<file path="config.mk">
export PLATFORM = sky130hd
export DESIGN_NAME = multicycle_ctrl_fsm
export DESIGN_NICKNAME = d
export VERILOG_FILES = /design/src/rtl/ctrl_pkg.sv /design/src/rtl/ctrl_decode.sv /design/src/rtl/multicycle_ctrl_fsm.sv
export SDC_FILE = /design/constraint.sdc
export NUM_CORES = 1
export LEC_CHECK = 0
export ABC_CLOCK_PERIOD_IN_PS = 3800
export CORE_AREA = 3 3 51 53
export DETAILED_ROUTE_END_ITERATION = 8
export DIE_AREA = 0 0 54 56
export DONT_BUFFER_PORTS = 1
export PLACE_DENSITY = 0.71
export SYNTH_ARGS = -nofsm -noshare
export SYNTH_HDL_FRONTEND = slang
export SYNTH_HIERARCHICAL = 1
export SYNTH_SLANG_ARGS = --single-unit
</file>
<file path="constraint.sdc">
create_clock -name clk -period 3.8 [get_ports clk]
set_input_delay 0.19 -clock clk [delete_from_list [all_inputs] [get_ports clk]]
set_output_delay 0.19 -clock clk [all_outputs]
set_load 0.005 [all_outputs]
</file>
<file path="src/rtl/ctrl_pkg.sv">
// Shared encodings for the multicycle RISC controller: FSM stage codes,
// the 16 opcodes, writeback-mux and PC-mux selects, and PSW bit positions.
// No ports; imported by ctrl_decode and multicycle_ctrl_fsm.
package ctrl_pkg;

  typedef enum logic [2:0] {
    ST_IF   = 3'd0,
    ST_ID   = 3'd1,
    ST_EX   = 3'd2,
    ST_MEM  = 3'd3,
    ST_WB   = 3'd4,
    ST_HALT = 3'd5
  } stage_t;

  localparam logic [3:0] OP_ALU0 = 4'h0;
  localparam logic [3:0] OP_ALU1 = 4'h1;
  localparam logic [3:0] OP_ALU2 = 4'h2;
  localparam logic [3:0] OP_ALU3 = 4'h3;
  localparam logic [3:0] OP_ALU4 = 4'h4;
  localparam logic [3:0] OP_ALU5 = 4'h5;
  localparam logic [3:0] OP_ALU6 = 4'h6;
  localparam logic [3:0] OP_CMP  = 4'h7;
  localparam logic [3:0] OP_LI   = 4'h8;
  localparam logic [3:0] OP_MOV  = 4'h9;
  localparam logic [3:0] OP_LD   = 4'hA;
  localparam logic [3:0] OP_ST   = 4'hB;
  localparam logic [3:0] OP_BZ   = 4'hC;
  localparam logic [3:0] OP_BN   = 4'hD;
  localparam logic [3:0] OP_JMP  = 4'hE;
  localparam logic [3:0] OP_HLT  = 4'hF;

  localparam logic [1:0] WB_ALU = 2'd0;
  localparam logic [1:0] WB_IMM = 2'd1;
  localparam logic [1:0] WB_RA  = 2'd2;
  localparam logic [1:0] WB_MEM = 2'd3;

  localparam logic PC_INC = 1'b0;
  localparam logic PC_TGT = 1'b1;

  // psw is packed {N,Z,C}
  localparam int PSW_N = 2;
  localparam int PSW_Z = 1;
  localparam int PSW_C = 0;

endpackage

</file>
<file path="src/rtl/ctrl_decode.sv">
// Combinational opcode classifier for the multicycle controller.
// Ports: opcode (4b) and psw {N,Z,C} in; one-hot-ish class flags out, plus
// br_taken which is set only for a conditional branch whose flag is true.
module ctrl_decode
  import ctrl_pkg::*;
(
  input  logic [3:0] opcode,
  input  logic [2:0] psw,
  output logic       is_alu,
  output logic       is_cmp,
  output logic       is_li,
  output logic       is_mov,
  output logic       is_ld,
  output logic       is_st,
  output logic       is_br,
  output logic       is_jmp,
  output logic       is_hlt,
  output logic       br_taken
);

  logic is_bz;
  logic is_bn;

  // Carry is not consulted by any control decision.
  logic unused_c;
  assign unused_c = psw[PSW_C];

  assign is_alu = (opcode <= OP_ALU6);
  assign is_cmp = (opcode == OP_CMP);
  assign is_li  = (opcode == OP_LI);
  assign is_mov = (opcode == OP_MOV);
  assign is_ld  = (opcode == OP_LD);
  assign is_st  = (opcode == OP_ST);
  assign is_bz  = (opcode == OP_BZ);
  assign is_bn  = (opcode == OP_BN);
  assign is_br  = is_bz | is_bn;
  assign is_jmp = (opcode == OP_JMP);
  assign is_hlt = (opcode == OP_HLT);

  assign br_taken = (is_bz & psw[PSW_Z]) | (is_bn & psw[PSW_N]);

endmodule

</file>
<file path="src/rtl/multicycle_ctrl_fsm.sv">
// Stage FSM controller for the multicycle RISC datapath with memory wait
// states, single-step release and a retired-instruction counter.
// Ports: clk/Rst, ins/psw/mem_ready/step_en/step_go in; memory, datapath
// strobes/selects, done, stage and instr_cnt out.
module multicycle_ctrl_fsm
  import ctrl_pkg::*;
#(
  parameter int INS_W = 16,
  parameter int CNT_W = 16
) (
  input  logic             clk,
  input  logic             Rst,
  input  logic [INS_W-1:0] ins,
  input  logic [2:0]       psw,
  input  logic             mem_ready,
  input  logic             step_en,
  input  logic             step_go,
  output logic             mem_req,
  output logic             mem_addr_sel,
  output logic             mem_we,
  output logic             ir_we,
  output logic             psw_we,
  output logic             rf_we,
  output logic             opb_sel,
  output logic [2:0]       alu_op,
  output logic [1:0]       wb_sel,
  output logic             pc_we,
  output logic             pc_sel,
  output logic             done,
  output logic [2:0]       stage,
  output logic [CNT_W-1:0] instr_cnt
);

  stage_t           state_q, state_d;
  logic             pend_q;
  logic [CNT_W-1:0] cnt_q;
  logic [3:0]       opcode;
  logic             released;
  logic             fetch_done;

  logic is_alu, is_cmp, is_li, is_mov, is_ld, is_st;
  logic is_br, is_jmp, is_hlt, br_taken;

  assign opcode = ins[INS_W-1 -: 4];

  // Operand fields are consumed by the datapath, not by the controller.
  logic unused_ins;
  assign unused_ins = ^ins[INS_W-5:0];

  ctrl_decode u_decode (
    .opcode   (opcode),
    .psw      (psw),
    .is_alu   (is_alu),
    .is_cmp   (is_cmp),
    .is_li    (is_li),
    .is_mov   (is_mov),
    .is_ld    (is_ld),
    .is_st    (is_st),
    .is_br    (is_br),
    .is_jmp   (is_jmp),
    .is_hlt   (is_hlt),
    .br_taken (br_taken)
  );

  // A fetch may start when free-running, or when a step pulse has been latched.
  assign released   = !step_en || pend_q;
  assign fetch_done = (state_q == ST_IF) && released && mem_ready;

  // State register
  always_ff @(posedge clk or negedge Rst) begin
    if (!Rst) state_q <= ST_IF;
    else      state_q <= state_d;
  end

  // Next-state logic
  always_comb begin
    state_d = state_q;
    case (state_q)
      ST_IF:   if (released && mem_ready) state_d = ST_ID;
      ST_ID:   state_d = is_hlt ? ST_HALT : ST_EX;
      ST_EX: begin
        if (is_alu || is_li || is_mov)  state_d = ST_WB;
        else if (is_ld || is_st)        state_d = ST_MEM;
        else                            state_d = ST_IF;
      end
      ST_MEM:  if (mem_ready) state_d = is_ld ? ST_WB : ST_IF;
      ST_WB:   state_d = ST_IF;
      ST_HALT: state_d = ST_HALT;
      default: state_d = ST_IF;
    endcase
  end

  // Output logic. Strobes are gated by Rst so an access in flight is dropped
  // the moment reset asserts, without waiting for a clock edge.
  always_comb begin
    mem_req      = 1'b0;
    mem_addr_sel = 1'b0;
    mem_we       = 1'b0;
    ir_we        = 1'b0;
    psw_we       = 1'b0;
    rf_we        = 1'b0;
    opb_sel      = 1'b0;
    wb_sel       = WB_ALU;
    pc_we        = 1'b0;
    pc_sel       = PC_INC;
    if (Rst) begin
      case (state_q)
        ST_IF: begin
          mem_req = released;
          ir_we   = released && mem_ready;
        end
        ST_EX: begin
          psw_we  = is_alu | is_cmp;
          opb_sel = is_ld | is_st;
          pc_we   = is_cmp | is_br | is_jmp;
          pc_sel  = (is_jmp | br_taken) ? PC_TGT : PC_INC;
        end
        ST_MEM: begin
          mem_req      = 1'b1;
          mem_addr_sel = 1'b1;
          mem_we       = is_st;
          // Loads still owe a writeback; stores retire here.
          pc_we        = mem_ready && !is_ld;
        end
        ST_WB: begin
          rf_we = 1'b1;
          pc_we = 1'b1;
          if (is_li)       wb_sel = WB_IMM;
          else if (is_mov) wb_sel = WB_RA;
          else if (is_ld)  wb_sel = WB_MEM;
          else             wb_sel = WB_ALU;
        end
        default: ;
      endcase
    end
  end

  // A step pulse in the same cycle a fetch completes re-arms for the next
  // instruction, so the set takes priority over the clear.
  always_ff @(posedge clk or negedge Rst) begin
    if (!Rst)            pend_q <= 1'b0;
    else if (step_go)    pend_q <= 1'b1;
    else if (fetch_done) pend_q <= 1'b0;
  end

  always_ff @(posedge clk or negedge Rst) begin
    if (!Rst)       cnt_q <= '0;
    else if (pc_we) cnt_q <= cnt_q + 1'b1;
  end

  assign alu_op    = opcode[2:0];
  assign done      = Rst && (state_q == ST_HALT);
  assign stage     = state_q;
  assign instr_cnt = cnt_q;

endmodule

</file>
Word-level counts from Yosys, hierarchy flattened:

Cells that the tools add are included.

* add/subtract/negate cells: 1
* equality and inequality tests: 16
* mux-type cells: 33
* bitwise operators: 9
* reductions and logical operators: 14
* $lt $le $gt $ge: 1

Operators by type and width (count)
* $eq 4x4->1 const B: 8
* $mux 1: 19
* $add 16x1->16 const B: 1
* $mux 3: 5
* $pmux 3 s5: 1
* $mux 2: 6
* $or 1x1->1: 7
* $eq 3x2->1 const B: 2
* $eq 3x3->1 const B: 2
* $logic_and 1x1->1: 5
* $eq 4x3->1 const B: 1
* $le 4x3->1 const B: 1
* $logic_or 1x1->1: 4
* $eq 3x1->1 const B: 1
* $logic_not 3->1: 1
* $pmux 1 s3: 1
* $and 1x1->1: 2
* $logic_not 1->1: 2
* $ne 2x1->1 const B: 1
* $ne 2x2->1 const B: 1
* $pmux 1 s2: 1
* $reduce_and 2->1: 1
* $reduce_bool 2->1: 1

* output and inout port bits: 34
* bits in registers: 20
* input bits: 24

Depth between registers and ports, before layout:

Gate-level depths: netlist of the first run.

* depth in word-level cells: 7
* depth in mapped cells: 9
* gate-level depth less buffers: 8

Hierarchy:

The synthesis of the first run kept the hierarchy.

Modules (own cells, without submodules)
* multicycle_ctrl_fsm: cells an instance 124, area each 1179.9 sq um, instances 1
* ctrl_decode: cells an instance 15, area each 82.6 sq um, instances 1

Worst setup path before layout of the first run:

Ideal clock, no wire load.

* path kind: reg-to-reg
* start: register state_q[1], in the netlist stage[1]
* end: register cnt_q[4], in the netlist instr_cnt[4]
* required time: 3677 ps
* path buffers: 2
* arrival time: 1626 ps
* slack: 2051 ps
* period minus slack after synthesis: 1749 ps
* setup time: 123 ps
* stages on the path, launching flop included: 9
* cell sequence: dfrtp_1 -> buf_6 -> nand2_4 -> or4_1 -> and3_1 -> buf_6 -> inv_6 -> nand4_1 -> xnor2_1

* word-level cells in the longest chain between the ends: 3
* elaborated cells on any way between the ends: 5
* classes of those cells: 3 x eq/ne; 2 x mux

Ends and longest elaborated chain
* start: declaration: RTL line multicycle_ctrl_fsm.sv:34 `stage_t state_q, state_d;`
* start signal: assignment: RTL line multicycle_ctrl_fsm.sv:72 `else state_q <= state_d;`
* $eq 3x3->1 or $eq 3x2->1 (tied branches): RTL line multicycle_ctrl_fsm.sv:107 `case (state_q)`
* $pmux 1 s3 *: RTL line multicycle_ctrl_fsm.sv:107
* $mux 1 *: RTL line multicycle_ctrl_fsm.sv:106 `if (Rst) begin`
* via pc_we: RTL line multicycle_ctrl_fsm.sv:27 `output logic pc_we,`
* end signal: assignment: RTL line multicycle_ctrl_fsm.sv:148 `else if (pc_we) cnt_q <= cnt_q + 1'b1;`
* end: declaration: RTL line multicycle_ctrl_fsm.sv:36 `logic [CNT_W-1:0] cnt_q;`

The timed path passes the listed nets; every way through them passes the cells marked *.
A chain may end at the register's enable or synchronous reset.

Final worst setup path of the first run:

* start: register state_q[0], in the netlist stage[0]
* end: output pc_we

* word-level cells in the longest chain between the ends: 3
* elaborated cells on any way between the ends: 5
* classes of those cells: 3 x eq/ne; 2 x mux

Ends and longest elaborated chain (RTL line)
* $eq 3x3->1 or $eq 3x2->1 (tied branches): multicycle_ctrl_fsm.sv:107
* $pmux 1 s3 *: multicycle_ctrl_fsm.sv:107
* $mux 1 *: multicycle_ctrl_fsm.sv:106
* end: declaration: multicycle_ctrl_fsm.sv:27

Mark *: on every way between the ends. The rest lies on a longest branch, timed or not.

==> flow_summary.json, run 1 <==
{
  "path_class": "reg2out",
  "fin_crit_ns": 2.26,
  "finClkSkew_ns": 0.00312,
  "seq_area_frac_synth": 0.396,
  "drt_iter0_markers": 17,
  "timing.rr.end": "instr_cnt[4]",
  "cts.clk_slew.worst_paths_ns": 0.10,
  "netSwitchingFraction": 0.384,
  "rr_startpoint": "stage[0]",
  "cts_sinks": 20,
  "h-tree-depth": 1,
  "ant_nets": 0,
  "diodes": 0,
  "clock_path_buffers": 2,
  "internal-power_w": 0.000386,
  "reg2reg_depth": 6,
  "wl_um": 2540,
  "arrival_ns": 2.07,
  "synth.cell_area_um2": 1260,
  "grt_pass1_vias": 977,
  "final_core_util": 0.595,
  "track_usage": 0.174,
  "leakage_nw": 0.556,
  "n_fill_cell": 197,
  "pre_cts_ws_ns": 1.66,
  "synth_edf_count": 0,
  "clk_latency_ns": 0.28,
  "cts_tree": "built",
  "syn_to_final_growth_pct": 3.17,
  "hp-class": "in2reg",
  "initial_core_util": 0.576,
  "dieWidth_um": 54,
  "ys_dominant_reg_cell": "dfrtp_1",
  "power_frac_seq": 0.526,
  "power.switching_w": 0.000240,
  "grt_overflow": 0,
  "drv_slew": 0,
  "combPwrFrac": 0.287,
  "finalWorstSetupSlack_ns": 1.54,
  "worstSetupStartpointType": "flop",
  "rsz0062_at_grt": "no",
  "nets": 163,
  "p_per_area_nw_per_um2": 481,
  "fmax_ghz": 0.442,
  "yosys_warnings": 6,
  "hold_depth": 2,
  "viasPerCell": 5.95,
  "port_buffers": 0,
  "cts-buffers-inserted": 3,
  "num_rows": 17,
  "die-area_um2": 3020,
  "antenna_found_initial": 0,
  "hold_path_end": "pend_q",
  "total_power_w": 0.000626,
  "core_um2": 2190,
  "setup_tns_ns": 0,
  "vdd_drop_max_v": 0.000392,
  "slew_headroom": 0.431,
  "critPathMaxFanout": 13,
  "post_cts_buffers": 0,
  "status": "complete, no violations",
  "grt_max_degree": 21,
  "worstHoldStart": "mem_ready",
  "io_pins": 58,
  "routedWlPerCell_um": 15.4,
  "period_share": 0.595,
  "die_h_um": 56,
  "ys_async_sr_fraction": 1.00,
  "hold_viol": 0,
  "cp-end-kind": "output port",
  "tightest_slew_ns": 0.851,
  "drv_cap": 0,
  "grt_pass1_wl_um": 4110,
  "worstPathRequired_ns": 3.61,
  "vias": 982,
  "clock_power_share": 0.187,
  "drive_gt1_frac": 0.117,
  "clock_tree.root_cell": "clkbuf_4",
  "dpl.hpwl_um": 1870,
  "gp_congestion": 0.810,
  "ys_types": 40,
  "synth_cells": 139,
  "synth-seq-cells": 20,
  "drt_pass1_iterations": 4,
  "r2r_setup_slack_ns": 1.64,
  "finalSetupViolations": 0,
  "syn_nets": 164,
  "drc": 0,
  "avgSynthCellArea_um2": 9.08
}
-- metrics by stage --
stage	cells	hold slack, ns	instance area, µm²
detailed placement	158	-0.105	1240
global placement	158	-0.105	1240
floorplan	139	-0.106	1260
CTS	165	0.113	1300
global route	165	0.0973	1300
finish	165	0.119	1300
-- worst max-delay path by stage --
stage | endpoint | slack, ns | start | depth (start not counted)
after floorplan | instr_cnt[4] | 2.05 | stage[1] | 8
after global placement | instr_cnt[4] | 1.71 | stage[0] | 6
after detailed placement | instr_cnt[4] | 1.66 | stage[0] | 6
after CTS | pc_we | 1.53 | stage[0] | 4
after global routing | pc_we | 1.39 | stage[0] | 4
final | pc_we | 1.54 | stage[0] | 4
-- layout make-up --
cell class | count | area (µm²) | share of cell area
sequential | 20 | 500 | 0.384
tap | 28 | 35.0 | 0.0269
multi-input combinational | 104 | 673 | 0.517
clock buffer | 4 | 36.3 | 0.0279
inverter | 6 | 27.5 | 0.0211
timing repair buffer | 3 | 30.0 | 0.0231
-- logic make-up after synthesis --
group,count (synthesis),share of synthesized area
AO/OA/AOI/OAI,20,0.101
XOR/XNOR,15,0.104
adder cells (fa/ha/maj),1,0.00991
multiplexers,2,0.0159
flip-flops,20,0.396
AND/OR/NAND/NOR,66,0.302
buffers and inverters,15,0.0704
-- layout by cell type (no fill, tap or decap), drive strengths merged, types with 2 or more instances in the layout --
cell	netlist	final
dfrtp	20	20
inv	6	6
and3	3	3
o21ai	4	4
a21oi	6	6
and2	3	3
xor2	7	7
nand2	12	12
nand3	7	7
o21a	3	3
nand2b	5	5
nand4	5	5
and4	2	2
xnor2	8	8
nor3	10	10
nor3b	2	2
clkbuf	3	4
dlygate4sd3	0	3
mux2i	2	2
nor2	12	12
-- power groups by stage --
stage | Clock [W] | Sequential, W | Combinational (W)
floorplan | 0 | 0.000293 | 0.000192
global placement | 0 | 0.000330 | 0.000169
detailed placement | 0 | 0.000334 | 0.000173
CTS | 0.000123 | 0.000329 | 0.000181
global route | 0.000136 | 0.000338 | 0.000204
finish | 0.000117 | 0.000329 | 0.000180
-- synthesized netlist by cell type (2+ instances only) --
| cell | number | area [µm²] |
|---|---|---|
| dfrtp_1 | 20 | 500 |
| nor2_1 | 12 | 45.0 |
| nand2_1 | 10 | 37.5 |
| xnor2_1 | 8 | 70.1 |
| nand3_1 | 7 | 35.0 |
| xor2_1 | 7 | 61.3 |
| a21oi_1 | 6 | 30.0 |
| nand2b_1 | 5 | 31.3 |
| nand4_1 | 5 | 31.3 |
| nor3_1 | 5 | 25.0 |
| nor3_2 | 5 | 50.1 |
| inv_1 | 4 | 15.0 |
| o21ai_0 | 4 | 20.0 |
| and2_1 | 3 | 18.8 |
| and3_1 | 3 | 18.8 |
| buf_4 | 3 | 22.5 |
| clkbuf_1 | 3 | 11.3 |
| o21a_1 | 3 | 22.5 |
| and4_1 | 2 | 17.5 |
| buf_6 | 2 | 22.5 |
| mux2i_1 | 2 | 20.0 |
| nor3b_1 | 2 | 15.0 |
-- state kept, by name, summed over array words and instances, names as in the netlist --
register / cells
instr_cnt: 16
pend_q: 1
stage: 3
-- critical path, stage by stage, from the launching register on --
cell and delay, ns:
dfrtp_1 0.65, nand2_4 0.10, or4_1 0.48, and3_1 0.39, inv_6 0.17
-- per-layer routing --
metal | vias to the layer above | wire [µm] | track usage | part of all wire
met1 | 477 | 1100 | 0.209 | 0.43
met4 | 0 | 12 | 0.0427 | 0.0047
met3 | 2 | 167 | 0.0429 | 0.066
met2 | 30 | 1270 | 0.299 | 0.50
met5 | - | 0 | 0 | 0
li1 | 473 | - | - | -
-- repair_timing --
item                                   CTS  global route
endpoints found under the hold margin   22             0
gates resized for setup                  0             0
hold buffers                             3             0
(Power assumes the default switching activity.)
==> run 2: changes to the inputs <==
--- a/config.mk
+++ b/config.mk
@@ -5,7 +5,7 @@
 export SDC_FILE = /design/constraint.sdc
 export NUM_CORES = 1
 export LEC_CHECK = 0
-export ABC_CLOCK_PERIOD_IN_PS = 3800
+export ABC_CLOCK_PERIOD_IN_PS = 2210
 export CORE_AREA = 3 3 51 53
 export DETAILED_ROUTE_END_ITERATION = 8
 export DIE_AREA = 0 0 54 56
==> constraint.sdc (replaced) <==
create_clock -name clk -period 2.21 [get_ports clk]
set_input_delay 0.1105 -clock clk [delete_from_list [all_inputs] [get_ports clk]]
set_output_delay 0.1105 -clock clk [all_outputs]
set_load 0.005 [all_outputs]
==> run 2 against run 1 <==
Against the previous run:
- core utilization is 2.2 points higher
- via count is 3.7% higher
- cell count is 2.4% higher
- power is 93% higher
- setup slack worse by 1.4 ns
- non-clock buffer count is 4 higher
- routed wire length is 6.9% higher
==> flow_summary.json, run 2 (same netlist as run 1, synthesis figures left out) <==
{
  "wl_um": 2720,
  "drt_pass1_iterations": 4,
  "layout_common_cells": "dfrtp_1, nor2_1, nand2_1, xnor2_1",
  "io_pins": 58,
  "drv_cap": 0,
  "finClkSkew_ns": 0.00701,
  "initial_core_util": 0.576,
  "drv_slew": 0,
  "num_rows": 17,
  "diodes": 0,
  "status": "complete, no violations",
  "place_area_um2": 1260,
  "hp-class": "in2reg",
  "hold_viol": 0,
  "h-tree-depth": 1,
  "cts_tree": "built",
  "arrival_ns": 1.94,
  "dieWidth_um": 54,
  "largest_reg_flops": 16,
  "track_usage": 0.189,
  "grt_pass1_vias": 964,
  "design_area_um2": 1350,
  "n_fill_cell": 181,
  "clock_tree.root_cell": "clkbuf_4",
  "die-area_um2": 3020,
  "syn_to_final_growth_pct": 7.04,
  "drt_iter0_markers": 26,
  "worstPathRequired_ns": 2.10,
  "drc": 0,
  "setup_tns_ns": 0,
  "path_class": "reg2out",
  "critPathMaxFanout": 10,
  "grt_overflow": 0,
  "grt_max_degree": 21,
  "worstSetupStartpointType": "flop",
  "dpl.hpwl_um": 1960,
  "cts.clk_slew.worst_paths_ns": 0.12,
  "die_h_um": 56,
  "port_buffers": 0,
  "viasPerCell": 6.02,
  "leakage_nw": 0.582,
  "vdd_drop_max_v": 0.000613,
  "rsz0062_at_grt": "no",
  "core_um2": 2190,
  "clk_latency_ns": 0.29,
  "drive_gt1_frac": 0.135,
  "slew_headroom": 0.413,
  "crit_path_start": "stage[1]",
  "final_common_cell": "dfrtp_1",
  "antenna_found_initial": 0,
  "ant_nets": 0,
  "p_per_area_nw_per_um2": 897,
  "cp-end-kind": "output port",
  "tightest_slew_ns": 0.878,
  "fin_crit_ns": 2.05,
  "period_share": 0.928,
  "fmax_ghz": 0.487,
  "finalSetupViolations": 0,
  "nets": 167,
  "grt_pass1_wl_um": 4370,
  "vias": 1018,
  "cts_sinks": 20,
  "cts-buffers-inserted": 3,
  "routedWlPerCell_um": 16.1,
  "clock_path_buffers": 2,
  "rr_startpoint": "stage[0]",
  "gp_congestion": 0.805,
  "worstHoldStart": "mem_ready"
}
-- run 2: repair_timing --
item / CTS / global route
gates resized for setup: 0 / 0
setup buffers: 0 / 0
hold endpoints to repair: 22 / 1
hold buffers: 3 / 1
-- run 2: critical path, cell delays in order (launching register included) --
cell	delay (ns)
dfrtp_1	0.45
buf_4	0.18
and4bb_2	0.27
o31ai_1	0.07
and3_1	0.57
inv_6	0.10
-- run 2: stage by stage --
stage / util / hold WS [ns] / worst slack [ns] / instances / total power [W]
floorplan: - / -0.185 / 0.461 / 139 / 0.000834
global placement: 0.575 / -0.185 / 0.274 / 161 / 0.000893
detailed placement: 0.575 / -0.185 / 0.223 / 161 / 0.000907
CTS: 0.612 / 0.00731 / 0.151 / 168 / 0.00122
global route: 0.617 / 0.128 / 0.0207 / 169 / 0.00130
finish: 0.617 / 0.139 / 0.158 / 169 / 0.00121
-- run 2: power breakdown --
| group | switching (W) | internal, W | leakage [nW] | total [W] |
|---|---|---|---|---|
| combinational | 0.000241 | 0.000161 | 0.293 | 0.000402 |
| sequential | 0.0000839 | 0.000432 | 0.261 | 0.000516 |
| clock | 0.000110 | 0.000183 | 0.0279 | 0.000294 |
| total | 0.000435 | 0.000776 | 0.582 | 0.00121 |
-- run 2: final cells by class --
cell class	instances	area, µm²	area share
multi-input cells	104	673	0.498
flip-flops and latches	20	500	0.370
repair buffers	7	62.6	0.0463
well taps	28	35.0	0.0259
clock inverters	1	30.0	0.0222
inverters	6	27.5	0.0204
clock buffers	3	22.5	0.0167
-- run 2: metal layers --
layer	global-route usage	up-vias	wire length [µm]
li1	-	484	-
met1	0.232	477	1090
met2	0.310	51	1380
met3	0.0509	6	212
met4	0.0605	0	33
met5	0	-	0
-- run 2: final timing paths --
path                       slack [ns]       endpoint  depth (start not counted)
min in group asynchronous        0.37   instr_cnt[0]                          1
hold reg to reg                  0.48         pend_q                          1
max in group asynchronous        1.30   instr_cnt[6]                          1
setup reg to reg                 0.21  instr_cnt[13]                          6
hold / removal                   0.14       stage[1]                          2
setup / recovery                 0.16          pc_we                          5
